<file path="src/rtl/ones_count_sequencer_if.sv">
// Handshake bundle between the ones-count sequencer and its environment:
// input stream, counter Start/Ready link, result port and running total.
interface ones_count_sequencer_if #(
   parameter int DATA_W = 8,
   parameter int CNT_W  = 4,
   parameter int TOT_W  = 12
);
   logic              in_valid;
   logic              in_ready;
   logic [DATA_W-1:0] in_data;
   logic [DATA_W-1:0] cnt_data;
   logic              cnt_start;
   logic              cnt_ready;
   logic [CNT_W-1:0]  cnt_count;
   logic              res_valid;
   logic              res_ready;
   logic [DATA_W-1:0] res_data;
   logic [CNT_W-1:0]  res_count;
   logic [TOT_W-1:0]  total;
   logic              clear_total;
   logic              busy;

   modport master (
      output in_valid, in_data, cnt_ready, cnt_count, res_ready, clear_total,
      input  in_ready, cnt_data, cnt_start, res_valid, res_data, res_count, total, busy
   );

   modport slave (
      input  in_valid, in_data, cnt_ready, cnt_count, res_ready, clear_total,
      output in_ready, cnt_data, cnt_start, res_valid, res_data, res_count, total, busy
   );
endinterface

</file>
<file path="src/rtl/ones_count_sequencer.sv">
// Buffers input words, feeds them one at a time to the ones counter over its
// Start/Ready handshake, and returns each count with a saturating running total.
module ones_count_sequencer #(
   parameter int DATA_W     = 8,
   parameter int CNT_W      = 4,
   parameter int FIFO_DEPTH = 4,
   parameter int TOT_W      = 12
) (
   input logic                 clock,
   input logic                 reset,
   ones_count_sequencer_if.slave bus
);
   localparam int PTR_W = $clog2(FIFO_DEPTH);

   localparam logic [4:0] IDLE      = 5'b00001;
   localparam logic [4:0] ISSUE     = 5'b00010;
   localparam logic [4:0] WAIT_BUSY = 5'b00100;
   localparam logic [4:0] WAIT_DONE = 5'b01000;
   localparam logic [4:0] OUTPUT    = 5'b10000;

   logic [4:0]        state;
   logic [4:0]        state_next;
   logic [DATA_W-1:0] mem [FIFO_DEPTH];
   logic [PTR_W:0]    wr_ptr;
   logic [PTR_W:0]    rd_ptr;
   logic              full;
   logic              empty;
   logic              accept;
   logic              push;
   logic              pop;
   logic              capture;
   logic              consume;
   logic [DATA_W-1:0] word_reg;
   logic [DATA_W-1:0] res_data_reg;
   logic [CNT_W-1:0]  res_count_reg;
   logic              res_valid_reg;
   logic [TOT_W-1:0]  total_reg;
   logic [TOT_W-1:0]  total_base;
   logic [TOT_W:0]    total_sum;

   // Pointers carry one extra wrap bit so full and empty are distinguishable.
   assign empty   = (wr_ptr == rd_ptr);
   assign full    = (wr_ptr[PTR_W] != rd_ptr[PTR_W]) &&
                    (wr_ptr[PTR_W-1:0] == rd_ptr[PTR_W-1:0]);
   assign accept  = !full && !reset;
   assign push    = bus.in_valid && accept;
   assign pop     = (state == IDLE) && !empty && bus.cnt_ready;
   assign capture = (state == WAIT_DONE) && bus.cnt_ready;
   assign consume = (state == OUTPUT) && res_valid_reg && bus.res_ready;

   // A clear coinciding with a capture wipes the old total before adding.
   assign total_base = bus.clear_total ? '0 : total_reg;
   assign total_sum  = {1'b0, total_base} + {{(TOT_W + 1 - CNT_W){1'b0}}, bus.cnt_count};

   always_comb begin
      state_next = state;
      case (state)
         IDLE:      if (pop) state_next = ISSUE;
         ISSUE:     state_next = WAIT_BUSY;
         WAIT_BUSY: if (!bus.cnt_ready) state_next = WAIT_DONE;
         WAIT_DONE: if (bus.cnt_ready) state_next = OUTPUT;
         OUTPUT:    if (consume) state_next = IDLE;
         default:   state_next = IDLE;
      endcase
   end

   always_ff @(posedge clock) begin
      if (push) mem[wr_ptr[PTR_W-1:0]] <= bus.in_data;
   end

   always_ff @(posedge clock) begin
      if (reset) begin
         state         <= IDLE;
         wr_ptr        <= '0;
         rd_ptr        <= '0;
         word_reg      <= '0;
         res_valid_reg <= 1'b0;
         res_data_reg  <= '0;
         res_count_reg <= '0;
         total_reg     <= '0;
      end else begin
         state <= state_next;
         if (push) wr_ptr <= wr_ptr + 1'b1;
         if (pop) begin
            rd_ptr   <= rd_ptr + 1'b1;
            word_reg <= mem[rd_ptr[PTR_W-1:0]];
         end
         if (capture) begin
            res_valid_reg <= 1'b1;
            res_data_reg  <= word_reg;
            res_count_reg <= bus.cnt_count;
            total_reg     <= total_sum[TOT_W] ? {TOT_W{1'b1}} : total_sum[TOT_W-1:0];
         end else begin
            if (consume) res_valid_reg <= 1'b0;
            if (bus.clear_total) total_reg <= '0;
         end
      end
   end

   assign bus.in_ready  = accept;
   assign bus.cnt_data  = word_reg;
   assign bus.cnt_start = (state == ISSUE);
   assign bus.res_valid = res_valid_reg;
   assign bus.res_data  = res_data_reg;
   assign bus.res_count = res_count_reg;
   assign bus.total     = total_reg;
   assign bus.busy      = (state != IDLE) || !empty;
endmodule
</file>
<file path="src/flat_wrapper.sv">
// flat-port wrapper written by rule: the top's interface ports become plain ports
module ones_count_sequencer_flat 
#(
   parameter int DATA_W     = 8,
   parameter int CNT_W      = 4,
   parameter int FIFO_DEPTH = 4,
   parameter int TOT_W      = 12
)
  (clock, reset, bus_in_valid, bus_in_data, bus_cnt_ready, bus_cnt_count, bus_res_ready, bus_clear_total, bus_in_ready, bus_cnt_data, bus_cnt_start, bus_res_valid, bus_res_data, bus_res_count, bus_total, bus_busy);
  ones_count_sequencer_if #(.DATA_W(DATA_W), .CNT_W(CNT_W), .TOT_W(TOT_W)) bus_i ();
  input logic clock;
  input logic reset;
  input wire logic [$bits(bus_i.in_valid)-1:0] bus_in_valid;
  input wire logic [$bits(bus_i.in_data)-1:0] bus_in_data;
  input wire logic [$bits(bus_i.cnt_ready)-1:0] bus_cnt_ready;
  input wire logic [$bits(bus_i.cnt_count)-1:0] bus_cnt_count;
  input wire logic [$bits(bus_i.res_ready)-1:0] bus_res_ready;
  input wire logic [$bits(bus_i.clear_total)-1:0] bus_clear_total;
  output wire logic [$bits(bus_i.in_ready)-1:0] bus_in_ready;
  output wire logic [$bits(bus_i.cnt_data)-1:0] bus_cnt_data;
  output wire logic [$bits(bus_i.cnt_start)-1:0] bus_cnt_start;
  output wire logic [$bits(bus_i.res_valid)-1:0] bus_res_valid;
  output wire logic [$bits(bus_i.res_data)-1:0] bus_res_data;
  output wire logic [$bits(bus_i.res_count)-1:0] bus_res_count;
  output wire logic [$bits(bus_i.total)-1:0] bus_total;
  output wire logic [$bits(bus_i.busy)-1:0] bus_busy;
  assign bus_i.in_valid = bus_in_valid;
  assign bus_i.in_data = bus_in_data;
  assign bus_i.cnt_ready = bus_cnt_ready;
  assign bus_i.cnt_count = bus_cnt_count;
  assign bus_i.res_ready = bus_res_ready;
  assign bus_i.clear_total = bus_clear_total;
  assign bus_in_ready = bus_i.in_ready;
  assign bus_cnt_data = bus_i.cnt_data;
  assign bus_cnt_start = bus_i.cnt_start;
  assign bus_res_valid = bus_i.res_valid;
  assign bus_res_data = bus_i.res_data;
  assign bus_res_count = bus_i.res_count;
  assign bus_total = bus_i.total;
  assign bus_busy = bus_i.busy;
  ones_count_sequencer #(.DATA_W(DATA_W), .CNT_W(CNT_W), .FIFO_DEPTH(FIFO_DEPTH), .TOT_W(TOT_W)) u_core (.clock(clock), .reset(reset), .bus(bus_i));
endmodule
</file>
<file path="config.mk">
export PLATFORM = sky130hd
export DESIGN_NAME = ones_count_sequencer_flat
export DESIGN_NICKNAME = d
export VERILOG_FILES = /design/src/rtl/ones_count_sequencer_if.sv /design/src/rtl/ones_count_sequencer.sv /design/src/flat_wrapper.sv
export SDC_FILE = /design/constraint.sdc
export NUM_CORES = 1
export LEC_CHECK = 0
export BUFFER_PORTS_ARGS = -buffer_cell sky130_fd_sc_hd__buf_2
export CAP_MARGIN = 0
export CORE_MARGIN = 3
export CORE_UTILIZATION = 55
export CTS_BUF_LIST = sky130_fd_sc_hd__clkbuf_16
export CTS_CLUSTER_DIAMETER = 40
export DETAILED_ROUTE_END_ITERATION = 7
export HOLD_SLACK_MARGIN = 0.15
export PLACE_DENSITY = 0.78
export SLEW_MARGIN = 10
export SYNTH_ARGS = -nofsm -noshare
export SYNTH_HDL_FRONTEND = slang
export SYNTH_SLANG_ARGS = --single-unit
</file>
<file path="constraint.sdc">
create_clock -name clock -period 7.4 [get_ports clock]
set_input_delay 0.74 -clock clock [delete_from_list [all_inputs] [get_ports clock]]
set_output_delay 0.74 -clock clock [all_outputs]
set_load 0.005 [all_outputs]
</file>
==> impl_metrics.csv <==
group,metric,value,unit
placement,hpwl,4411,um
logic_synthesis,synth_xor_xnor_area_share,4.119,%
worst_setup_path,crit_path_end_kind,"register",
clocking,tritoncts,"built",
clocking,cts_buffer_depth,2,
grt,track_usage,19.81,%
clocking,cts_resized,0,
logic_synthesis,synth.ff_latch_count,76,
placement,dp_cells,406,
sta,clock.fmax,0.3795,GHz
detailed_routing,vias,2369,
die,die_h,84.30,um
placement,post-place-ws,4.470,ns
finish,drive_gt1_share,22.00,%
logic_synthesis,synth_top_area_share,28.50,%
logic_synthesis,synth_edf_count,32,
logic_synthesis,synth_area,3372,um2
power_and_ir_drop,p_int,764.8,uW
logic_synthesis,syn_nets,325,
worst_setup_path,crit_type,"input pin to register",
die,ios,54,
placement,gp_congestion,0.8123,
power_and_ir_drop,cellPowerDensity,268.0,nW/um2
sta,slew_viol_final,0,
die,coreArea,5709,um2
logic_synthesis,yosys-mux-area-fraction,9.573,%
flow_run,max_cap_viol_count,0,
logic_synthesis,seq_area_frac_synth,54.62,%
logic_synthesis,synth_compound_area_share,8.089,%
worst_setup_path,cp.required,7.58,ns
sta,period_minus_slack,2.635,ns
logic_synthesis,syn_inst,297,
grt,grt_max_degree,46,
finish,largest_reg_flops,32,
finish,final_common_cell,"buf_2",
detailed_routing,viasPerCell,5.614,
worst_setup_path,rrSetupSlack,4.99,ns
die,fp.dieW,84.30,um
detailed_routing,drt_iter0_drc,203,
logic_synthesis,async_flop_share,0,%
detailed_routing,post-route-drc-count,0,
power_and_ir_drop,irDropWorstVdd,218.5,uV
logic_synthesis,synthSimpleGateAreaFrac,16.59,%
finish,num-fill-cells,422,
power_and_ir_drop,clkPwrFrac,38.1,%
power_and_ir_drop,p_leak,0.001580,uW
run_status,outcome,"completed",
logic_synthesis,synthAdderAreaFrac,3.933,%
power_and_ir_drop,switching_power,285.2,uW
logic_synthesis,ys_types,50,
detailed_routing,ant_nets,0,
clocking,holdBufCountCts,0,
sta,final.setup_skew,0.005321,ns
sta,setup_viol_count_final,0,
detailed_routing,wl_per_cell,15.55,um
clocking,clk_pin_slew,0.06,ns
sta,max_slew_margin,39.52,%
finish,design_area,3918,um2
sta,setup_slack,4.765,ns
sta,hold_viol,0,
worst_setup_path,cp-start-kind,"input pin",
sta,tightestPinTransition,0.9045,ns
grt,grt_pass1_wl,11000,um
sta,rsz0062_at_grt,"no",
clocking,root_buffer,"clkbuf_16",
die,rows,27,
finish,antenna_cells,0,
logic_synthesis,yosys.area.top_type,"edfxtp_1",
clocking,clock_latency,0.33,ns
clocking,post-cts-setup-buffers,0,
placement,io_buffers,53,
grt,antenna_found_initial,0,
finish,stdcell_count,422,
placement,place_area,3642,um2
logic_synthesis,synthTopCellsByArea,"edfxtp_1 (28%), dfxtp_1 (26%), mux4_1 (6.2%)",
finish,final_cell_mix,"buf_2 (53), dfxtp_1 (44), nand2_1 (35)",
clocking,h-tree-depth,3,
die,die-area,7106,um2
logic_synthesis,synth_flop_cell,"dfxtp_1",
logic_synthesis,synth_top_family_by_area,"simple AND/OR/NAND/NOR gates",
detailed_routing,routed_wl,6561,um
detailed_routing,first_pass_iters,4,
die,start_util,59.06,%
finish,layout.nets,373,
worst_setup_path,path_max_fanout,10,
clocking,numCtsBuffers,9,
clocking,cts_sinks,76,
power_and_ir_drop,switching_share,27.16,%
grt,grt.overflow.total,0,
power_and_ir_drop,seq_power_share,46.7,%
worst_setup_path,critPathArrivalTime,2.81,ns
sta,period_share,35.61,%
finish,area_growth,16.18,%
grt,grt_pass1_vias,2209,
logic_synthesis,syn_avg_cell_area,11.35,um2
sta,setup_tns,0,ns
logic_synthesis,yosysWarnings,0,
power_and_ir_drop,pwr-share-comb,15.2,%
min_path,hp-class,"register to register",
## layout make-up
type	instances	area (um2)	share of cell area [%]
well taps	72	90.09	2.300
repair buffers	53	265.3	6.771
multi-input cells	200	1426	36.41
flip-flops and latches	76	1842	47.01
inverters	5	18.77	0.4791
clock buffers	9	225.2	5.749
clock inverters	7	50.05	1.278
## power by group through the flow
stage / Sequential [uW] / Clock, uW / Combinational, uW
final: 490 / 401 / 159
after global routing: 493 / 429 / 179
after CTS: 490 / 407 / 161
after detailed placement: 499 / 0 / 159
after global placement: 498 / 0 / 155
after floorplan: 481 / 0 / 138
## synthesized netlist by cell type (7+ instances only)
cell and count:
mux4_1 8, xnor2_1 7, ha_1 9, clkbuf_1 7, dfxtp_1 44, nand2_1 35, nor2_1 32, a21oi_1 18
mux2i_1 9, xor2_1 7, nor3_1 13, o21ai_0 7, edfxtp_1 32
## final timing paths
| kind | startpoint | to | depth (start not counted) |
|---|---|---|---|
| max | bus_clear_total | u_core.bus.total[4] | 9 |
| min | u_core.bus.res_data[1] | u_core.bus.res_data[1] | 2 |
| max reg2reg | u_core.state[2] | u_core.bus.total[6] | 5 |
| min reg2reg | u_core.bus.res_data[1] | u_core.bus.res_data[1] | 2 |
## metrics by stage
| stage | hold WS [ns] | util, % | total power [uW] |
|---|---|---|---|
| after floorplan | 0.4527 | - | 619.2 |
| after global placement | 0.4397 | 63.80 | 652.9 |
| after detailed placement | 0.4475 | 63.80 | 657.5 |
| after CTS | 0.4559 | 68.62 | 1058 |
| after global routing | 0.4748 | 68.62 | 1101 |
| final | 0.4516 | 68.62 | 1050 |
## critical path: stages
cell and delay (ns):
buf_2 0.18, nor2b_1 0.09, ha_1 0.22, fa_1 0.41, a21o_1 0.17, a21oi_1 0.30, and4b_1 0.33, nor4bb_1 0.29
nor3_1 0.08
## layer usage
metal / vias up / global-route usage, % / part of all wire, %
li1: 1166 / - / -
met5: - / 0 / 0
met3: 7 / 4.514 / 5.4
met2: 56 / 31.92 / 49
met4: 0 / 9.211 / 1.5
met1: 1140 / 25.43 / 44
## cells by family (layout without fill, tap and decap cells)
logic type / count (synthesis) / in the layout
AOI/OAI and AO/OA: 40 / 40
xor gates and xnor gates: 15 / 15
adders and majority gates: 10 / 10
buffers and inverters: 21 / 74
DFF: 76 / 76
muxes: 19 / 19
and+or+nand+nor: 116 / 116
Power figures use the tool's default switching activity.
